`src/rtl/uart_tx_feeder.sv`:
```
// Byte FIFO and send sequencer feeding the UART transmitter, using tx_busy as flow control.
// Optional REQ timeout: define UART_FEEDER_TIMEOUT_EN.
`timescale 1ns/1ps
module uart_tx_feeder #(
    parameter int DEPTH          = 8,
    parameter int ADDR_W         = 3,
    parameter int TIMEOUT_CYCLES = 1000
) (
    input  logic              sys_clk,
    input  logic              reset,
    input  logic [7:0]        wr_data,
    input  logic              wr_valid,
    output logic              wr_ready,
    output logic [ADDR_W:0]   fifo_count,
    output logic              fifo_empty,
    output logic              fifo_full,
    output logic              overflow,
    input  logic              tx_busy,
    output logic [7:0]        tx_data_in,
    output logic              send_data,
    output logic              tx_timeout
);
    typedef enum logic [1:0] {IDLE, LOAD, REQ, WAIT_DONE} state_t;

    state_t            state_q, state_d;
    logic [7:0]        mem_q [DEPTH];
    logic [ADDR_W-1:0] wr_ptr_q, rd_ptr_q;
    logic [ADDR_W:0]   count_q, count_d;
    logic [7:0]        tx_data_q, tx_data_d;
    logic              send_q, send_d;
    logic              overflow_q;
    logic              push, pop, tmo_hit;

    assign fifo_full  = (count_q == (ADDR_W+1)'(DEPTH));
    assign fifo_empty = (count_q == '0);
    assign wr_ready   = !fifo_full;
    assign fifo_count = count_q;
    assign overflow   = overflow_q;
    assign tx_data_in = tx_data_q;
    assign send_data  = send_q;
    assign push       = wr_valid && wr_ready;

    // Storage needs no reset; validity is tracked entirely by the pointers and count.
    always_ff @(posedge sys_clk) begin
        if (push) mem_q[wr_ptr_q] <= wr_data;
    end

    always_comb begin
        count_d = count_q;
        if (push && !pop)      count_d = count_q + 1'b1;
        else if (pop && !push) count_d = count_q - 1'b1;
    end

    always_ff @(posedge sys_clk or negedge reset) begin
        if (!reset) begin
            wr_ptr_q   <= '0;
            rd_ptr_q   <= '0;
            count_q    <= '0;
            overflow_q <= 1'b0;
        end else begin
            if (push) wr_ptr_q <= wr_ptr_q + 1'b1;
            if (pop)  rd_ptr_q <= rd_ptr_q + 1'b1;
            count_q    <= count_d;
            overflow_q <= overflow_q | (wr_valid && fifo_full);
        end
    end

    // Data is captured on entering LOAD so it is settled a full cycle before send_data rises.
    always_comb begin
        state_d   = state_q;
        tx_data_d = tx_data_q;
        send_d    = send_q;
        pop       = 1'b0;
        case (state_q)
            IDLE: begin
                if (!fifo_empty && !tx_busy) begin
                    state_d   = LOAD;
                    tx_data_d = mem_q[rd_ptr_q];
                end
            end
            LOAD: begin
                state_d = REQ;
                send_d  = 1'b1;
            end
            REQ: begin
                if (tx_busy) begin
                    pop     = 1'b1;
                    send_d  = 1'b0;
                    state_d = WAIT_DONE;
                end else if (tmo_hit) begin
                    send_d  = 1'b0;
                    state_d = IDLE;
                end
            end
            WAIT_DONE: begin
                send_d = 1'b0;
                if (!tx_busy) state_d = IDLE;
            end
            default: begin
                send_d  = 1'b0;
                state_d = IDLE;
            end
        endcase
    end

    always_ff @(posedge sys_clk or negedge reset) begin
        if (!reset) begin
            state_q   <= IDLE;
            tx_data_q <= 8'h00;
            send_q    <= 1'b0;
        end else begin
            state_q   <= state_d;
            tx_data_q <= tx_data_d;
            send_q    <= send_d;
        end
    end

`ifdef UART_FEEDER_TIMEOUT_EN
    localparam int TMO_W = $clog2(TIMEOUT_CYCLES + 1);

    logic [TMO_W-1:0] tmo_cnt_q, tmo_cnt_d;
    logic             tx_timeout_q;

    // Counter is zero outside REQ, so it is already clear on REQ entry.
    assign tmo_hit    = (tmo_cnt_q == TMO_W'(TIMEOUT_CYCLES - 1));
    assign tx_timeout = tx_timeout_q;

    always_comb begin
        tmo_cnt_d = '0;
        if (state_q == REQ && !tx_busy && !tmo_hit) tmo_cnt_d = tmo_cnt_q + TMO_W'(1);
    end

    always_ff @(posedge sys_clk or negedge reset) begin
        if (!reset) begin
            tmo_cnt_q    <= '0;
            tx_timeout_q <= 1'b0;
        end else begin
            tmo_cnt_q    <= tmo_cnt_d;
            tx_timeout_q <= tx_timeout_q | (state_q == REQ && !tx_busy && tmo_hit);
        end
    end
`else
    assign tmo_hit    = 1'b0;
    assign tx_timeout = 1'b0;
`endif

endmodule

```
`config.mk`:
```
export PLATFORM = sky130hd
export DESIGN_NAME = uart_tx_feeder
export DESIGN_NICKNAME = d
export VERILOG_FILES = /design/src/rtl/uart_tx_feeder.sv
export SDC_FILE = /design/constraint.sdc
export NUM_CORES = 1
export LEC_CHECK = 0
export BUFFER_PORTS_ARGS = -buffer_cell sky130_fd_sc_hd__buf_2
export CAP_MARGIN = 0
export CORE_MARGIN = 2
export CORE_UTILIZATION = 59
export CTS_CLUSTER_DIAMETER = 60
export DETAILED_ROUTE_END_ITERATION = 16
export PLACE_DENSITY = 0.81
export RECOVER_POWER = 50
export SETUP_SLACK_MARGIN = 0.3
export SLEW_MARGIN = 5
export SYNTH_ARGS = -nofsm -noshare
export SYNTH_HDL_FRONTEND = slang
export SYNTH_SLANG_ARGS = --single-unit
```
`constraint.sdc`:
```
create_clock -name sys_clk -period 3.25 [get_ports sys_clk]
set_input_delay 0.8125 -clock sys_clk [delete_from_list [all_inputs] [get_ports sys_clk]]
set_output_delay 0.8125 -clock sys_clk [all_outputs]
set_load 0.01 [all_outputs]
```
==> flow_summary.json, run 1 <==
{
  "cts_setup_buffers": 0,
  "timing.fmax_mhz": 340,
  "clk_pin_slew_worst_paths_ns": 0.09,
  "critPathArrivalTime_ns": 3.17,
  "die_w_um": 81.7,
  "fp.dieH_um": 81.7,
  "period_share_pct": 90.4,
  "synth_nets": 231,
  "wire_per_inst_um": 18.1,
  "drtIter0Drc": 108,
  "r2r_start": "fifo_count[1]$_DFFE_PN0P_",
  "cts_made_buffers": 9,
  "grt_pass1_wl_um": 9380,
  "ant_nets": 0,
  "setup_viol": 0,
  "worst_pin_slew_ns": 1.24,
  "end_kind": "register",
  "tritoncts": "yes",
  "mostFrequentLayoutCells": "edfxtp_1, dfrtp_1, nor2_1, buf_2, mux4_2",
  "startpoint": "fifo_count[1]$_DFFE_PN0P_",
  "crit_required_ns": 3.48,
  "fin_util_pct": 68.3,
  "grt_start_max_net_pins": 23,
  "p_leak_nw": 1.48,
  "p_total_mw": 3.64,
  "finalWirelength_um": 5990,
  "min-delay-start": "overflow$_DFF_PN0_",
  "ir_worst_vdd_uv": 550,
  "drive_above_1_share_pct": 25.1,
  "synth-warning-count": 0,
  "grt_pass1_vias": 1897,
  "path_class": "register to register",
  "final_cell_count_no_fill": 330,
  "port_buffers": 28,
  "row_count": 28,
  "ys_ff_latch": 86,
  "p_sw_mw": 1.21,
  "postCtsResizedCells": 0,
  "syn2layout_area_growth_pct": 12.8,
  "nets": 272,
  "drc": 0,
  "layout_min_cycle_time_ns": 2.94,
  "synth_top_area_share_pct": 54.0,
  "fin_ws_ns": 0.312,
  "p_sw_share_pct": 33.2,
  "tns_ns": 0,
  "power_frac_seq_pct": 47.3,
  "grt-ovfl-total": 0,
  "clock-root-buffer": "clkbuf_8",
  "netlist_area_um2": 3560,
  "firstDrtPassIters": 4,
  "start_util_pct": 60.5,
  "clk_latency_ns": 0.35,
  "fill_cells": 414,
  "pre_cts_ws_ns": 0.384,
  "grt_use_total_pct": 20.6,
  "synth_cell_type_count": 33,
  "globalplace.congestion": 0.757,
  "antenna_found_initial": 0,
  "io_pins": 30,
  "cts.sinks": 86,
  "clockBufferDepth": 2,
  "whs_ns": 0.466,
  "seq_area_frac_synth_pct": 69.4,
  "syn_avg_cell_area_um2": 17.0,
  "core_um2": 5890,
  "dp.cells": 314,
  "combPwrFrac_pct": 31.5,
  "p_per_area_nw_per_um2": 905,
  "cap_viol_max_count": 0,
  "place_area_um2": 3830,
  "yosys-top-cells-area": "edfxtp_1, dfrtp_1, mux4_2",
  "crit_path_max_fanout": 6,
  "hpwl_um": 3890,
  "pwr-share-clk_pct": 21.3,
  "clock_skew_ns": 0.00843,
  "p_int_mw": 2.43,
  "regToRegSetupSlack_ns": 0.31,
  "drv_slew": 0,
  "hold_buffers": 0,
  "status": "finished, final reports clean",
  "vias_per_cell": 5.66,
  "layout_commonest_cell": "edfxtp_1",
  "dieArea_um2": 6670,
  "hp-class": "register to register",
  "final-hold-violation-count": 0,
  "synth_top_area_cell": "edfxtp_1",
  "htreeDepth": 3,
  "diodes": 0,
  "vias": 1867,
  "rsz0062_at_grt": "false",
  "start_kind": "register",
  "design_area_um2": 4020,
  "syn_inst": 209,
  "relSlewSlack_pct": 17.2
}
worst max-delay path, stage by stage, from the launching register on:
cell and delay [ns]:
dfrtp_1 0.46, or4b_1 0.58, and2_0 0.31, ha_1 0.31, inv_1 0.17, ha_1 0.26, a21o_1 0.21, a2111oi_0 0.40
o31ai_1 0.13
state kept, by name, indices dropped and copies added, names as in the netlist:
register,flops
state_q,2
mem_q,64
send_data,1
fifo_count,4
rd_ptr_q,3
tx_data_in,8
overflow,1
wr_ptr_q,3
layout make-up:
type / instances / area, um2 / share of cell area (%)
repair buffers: 39 / 209 / 5.20
multi-input cells: 110 / 1010 / 25.2
well taps: 75 / 93.8 / 2.34
clock inverters: 7 / 91.3 / 2.27
clock buffers: 9 / 124 / 3.08
inverters: 4 / 15.0 / 0.374
flip-flops and latches: 86 / 2470 / 61.5
synthesized netlist by cell type (all sizes together):
cell,count
nand3,1
edfxtp,64
a21o,2
mux4,16
o21ai,4
a21oi,11
or4b,1
a211oi,1
xnor2,5
nand2b,3
nor2,17
nor2b,1
fa,1
nor3b,1
nand2,11
clkbuf,3
nor4,1
mux2,4
buf,6
mux2i,9
inv,4
and2,1
ha,9
a2111oi,1
o31ai,3
dfrtp,22
nor3,5
conb,1
xor2,1
cell families (layout without fill, tap and decap cells):
| family | after synthesis | count (layout) | synth area share, % |
|---|---|---|---|
| adder cells (fa/ha/maj) | 10 | 10 | 3.72 |
| buffers and inverters | 13 | 59 | 1.90 |
| AND/OR/NAND/NOR | 42 | 42 | 5.76 |
| flip-flops | 86 | 86 | 69.4 |
| other | 1 | 1 | 0.105 |
| XOR/XNOR | 6 | 6 | 1.48 |
| multiplexers | 29 | 29 | 14.0 |
| AO/OA/AOI/OAI | 22 | 22 | 3.62 |
per-layer routing:
layer | vias up | global-route usage (%) | share of wire (%)
met5 | - | 0 | 0
met4 | 0 | 8.00 | 1.5
met3 | 8 | 6.92 | 5.7
met2 | 58 | 33.9 | 52
met1 | 925 | 25.4 | 41
li1 | 876 | - | -
power by group through the flow:
stage | clock (mW) | combinational [mW] | sequential [mW]
2_1_floorplan | 0 | 0.901 | 1.65
3_3_place_gp | 0 | 1.12 | 1.74
3_5_place_dp | 0 | 1.17 | 1.76
4_1_cts | 0.789 | 1.17 | 1.73
5_1_grt | 0.834 | 1.27 | 1.77
6_report | 0.773 | 1.14 | 1.72
final timing paths:
kind | depth (start not counted) | end
setup reg to reg | 8 | fifo_count[3]$_DFFE_PN0P_
setup / recovery | 8 | fifo_count[3]$_DFFE_PN0P_
max in group asynchronous | 1 | rd_ptr_q[0]$_DFFE_PN0P_
hold / removal | 1 | overflow$_DFF_PN0_
min in group asynchronous | 1 | tx_data_in[7]$_DFFE_PN0P_
hold reg to reg | 1 | overflow$_DFF_PN0_
No activity file was read; power rests on OpenSTA's default activity.
==> inputs of run 2 (changes only) <==
--- a/config.mk
+++ b/config.mk
@@ -5,13 +5,14 @@
 export SDC_FILE = /design/constraint.sdc
 export NUM_CORES = 1
 export LEC_CHECK = 0
+export ABC_AREA = 1
 export BUFFER_PORTS_ARGS = -buffer_cell sky130_fd_sc_hd__buf_2
 export CAP_MARGIN = 0
 export CORE_MARGIN = 2
-export CORE_UTILIZATION = 59
+export CORE_UTILIZATION = 48
 export CTS_CLUSTER_DIAMETER = 60
 export DETAILED_ROUTE_END_ITERATION = 16
-export PLACE_DENSITY = 0.81
+export PLACE_DENSITY = 0.68
 export RECOVER_POWER = 50
 export SETUP_SLACK_MARGIN = 0.3
 export SLEW_MARGIN = 5
==> run 2 against run 1 <==
Effect of this change: critical path type unchanged; critical endpoint unchanged; clock power increased by 4.9%; setup slack better by 0.73 ns; clock-buffer cell count up 1; largest power group unchanged.
==> flow_summary.json, run 2 <==
{
  "status": "finished, final reports clean",
  "hpwl_um": 4810,
  "seq_area_frac_synth_pct": 63.2,
  "syn_inst": 384,
  "crit_path_top_delay_cell": "dfrtp_1",
  "nets": 434,
  "critPathMostFrequentCell": "nand2_1",
  "pwr-share-clk_pct": 21.5,
  "cts.sinks": 86,
  "tns_ns": 0,
  "grt_start_max_net_pins": 34,
  "setup_viol": 0,
  "final-hold-violation-count": 0,
  "die_w_um": 94.3,
  "power_frac_seq_pct": 44.2,
  "cap_viol_max_count": 0,
  "r2r_end": "fifo_count[3]$_DFFE_PN0P_",
  "fp.dieH_um": 94.3,
  "hold_buffers": 0,
  "grt_pass1_vias": 2377,
  "port_buffers": 28,
  "critPathTopFamily": "simple AND/OR/NAND/NOR gates",
  "end_kind": "register",
  "clock-root-buffer": "clkbuf_8",
  "period_share_pct": 67.8,
  "synth_top_area_share_pct": 49.1,
  "largest_reg_flops": 64,
  "p_per_area_nw_per_um2": 883,
  "layout_min_cycle_time_ns": 2.20,
  "min-delay-start": "tx_data_in[6]$_DFFE_PN0P_",
  "crit_path_max_fanout": 6,
  "layout_commonest_cell": "nand2_1",
  "crit_chain": "nor2_1 -> nand3_1 -> nand2_1 -> inv_1 -> ha_1 -> inv_1 -> ha_1 -> a21oi_1 -> nand2_1 -> nand2_1 -> nand2_1 -> nand2_1 -> nand2_1",
  "clockBufferDepth": 2,
  "wire_per_inst_um": 14.5,
  "fin_ws_ns": 1.05,
  "combPwrFrac_pct": 34.4,
  "timing.fmax_mhz": 454,
  "hp-class": "register to register",
  "drive_above_1_share_pct": 10.6,
  "clk_latency_ns": 0.36,
  "synth_edf_count": 64,
  "finalWirelength_um": 7500,
  "slowest_delay_ns": 0.44,
  "drtIter0Drc": 169,
  "synth_cell_type_count": 29,
  "grt_use_total_pct": 18.6,
  "cts_made_buffers": 9,
  "relSlewSlack_pct": 13.3,
  "p_sw_share_pct": 38.0,
  "tritoncts": "yes",
  "vias_per_cell": 4.90,
  "start_kind": "register",
  "p_int_mw": 2.34,
  "drv_slew": 0,
  "core_um2": 7810,
  "drc": 0,
  "critPathArrivalTime_ns": 2.46,
  "mostFrequentLayoutCells": "nand2_1, edfxtp_1, inv_1, nand3_1, dfrtp_1",
  "ant_nets": 0,
  "htreeDepth": 3,
  "worstHoldPathCells": 2,
  "worst_pin_slew_ns": 1.30,
  "start_util_pct": 50.1,
  "cts_setup_buffers": 0,
  "vias": 2541,
  "p_leak_nw": 1.97,
  "syn_avg_cell_area_um2": 10.2,
  "yosys-top-cells-count": "nand2_1, edfxtp_1, inv_1",
  "syn2layout_area_growth_pct": 9.27,
  "synth_nets": 406,
  "netlist_area_um2": 3910,
  "rsz0062_at_grt": "false",
  "postCtsResizedCells": 0,
  "path_buf_inv": 2,
  "firstDrtPassIters": 4,
  "p_sw_mw": 1.44,
  "diodes": 0,
  "r2r_start": "fifo_count[1]$_DFFE_PN0P_",
  "grt-ovfl-total": 0,
  "regMostFlops": "mem_q",
  "yosysMostFrequentCell": "nand2_1",
  "synth-warning-count": 0,
  "clock_skew_ns": 0.0120,
  "regToRegSetupSlack_ns": 1.05,
  "grt_pass1_wl_um": 12000,
  "ys_ff_latch": 86,
  "clk_pin_slew_worst_paths_ns": 0.09,
  "antenna_found_initial": 0,
  "yosys-top-cells-area": "edfxtp_1, dfrtp_1, nand2_1",
  "crit_required_ns": 3.51,
  "pre_cts_ws_ns": 0.984,
  "fill_cells": 704,
  "ys.flop_type": "edfxtp_1",
  "path_class": "register to register",
  "hold_end": "tx_data_in[6]$_DFFE_PN0P_",
  "dieArea_um2": 8890,
  "async_flop_share_pct": 25.6,
  "ir_worst_vdd_uv": 343,
  "globalplace.congestion": 0.804,
  "row_count": 32,
  "synth_top_area_cell": "edfxtp_1",
  "p_total_mw": 3.78,
  "r2r_cells": 13,
  "io_pins": 30
}
[run 2: metal layers]
metal,share of wire [%],GRT usage (%)
met3,4.3,3.21
met4,1.6,9.18
met1,44,24.5
met5,0,0
met2,50,29.9
[run 2: logic make-up after synthesis]
kind of cell    synth area share (%)
simple gates                    21.6
other cells                   0.0958
buf+inv                         9.34
fa+ha+maj                       3.39
flops                           63.2
xor+xnor                        1.12
compound gates                  1.28
[run 2: power groups by stage]
stage / sequential (mW) / combinational [mW] / clock, mW
after floorplan: 1.62 / 1.07 / 0
after global placement: 1.69 / 1.28 / 0
after detailed placement: 1.70 / 1.32 / 0
after CTS: 1.67 / 1.33 / 0.828
after global routing: 1.70 / 1.49 / 0.871
final: 1.67 / 1.30 / 0.811
[run 2: metrics by stage]
stage          utilization [%]  instances  cell area, um2  hold WS, ns
2_1_floorplan                -        384            3910        0.482
3_3_place_gp              52.3        503            4080        0.434
3_5_place_dp              52.3        503            4080        0.461
4_1_cts                   55.0        519            4300        0.448
5_1_grt                   54.8        519            4280        0.515
6_report                  54.8        519            4280        0.479
[run 2: final cells by class]
class                      count  area, um2  share of cell area [%]
clock buffer                  10        128                    2.99
clock inverter                 6       85.1                    1.99
inverter                      66        262                    6.12
multi-input combinational    220       1060                    24.9
sequential                    86       2470                    57.8
tap                          102        128                    2.99
timing repair buffer          29        136                    3.19
[run 2: worst max-delay path by stage]
stage / startpoint / end / slack, ns / cells after the start
after floorplan: wr_valid / fifo_count[3]$_DFFE_PN0P_ / 1.23 / 11
after global placement: wr_valid / mem_q[3][1]$_DFFE_PP_ / 1.01 / 5
after detailed placement: wr_valid / mem_q[3][1]$_DFFE_PP_ / 0.98 / 5
after CTS: fifo_count[1]$_DFFE_PN0P_ / fifo_full / 1.10 / 4
after global routing: fifo_count[1]$_DFFE_PN0P_ / fifo_count[3]$_DFFE_PN0P_ / 0.87 / 13
final: fifo_count[1]$_DFFE_PN0P_ / fifo_count[3]$_DFFE_PN0P_ / 1.05 / 13
[run 2: worst register-to-register path, stage by stage, from the launching register on]
cell and delay, ns:
dfrtp_1 0.44, nor2_1 0.19, nand3_1 0.14, nand2_1 0.13, inv_1 0.10, ha_1 0.23
inv_1 0.11, ha_1 0.28, a21oi_1 0.19, nand2_1 0.08, nand2_1 0.07, nand2_1 0.05
nand2_1 0.05, nand2_1 0.04
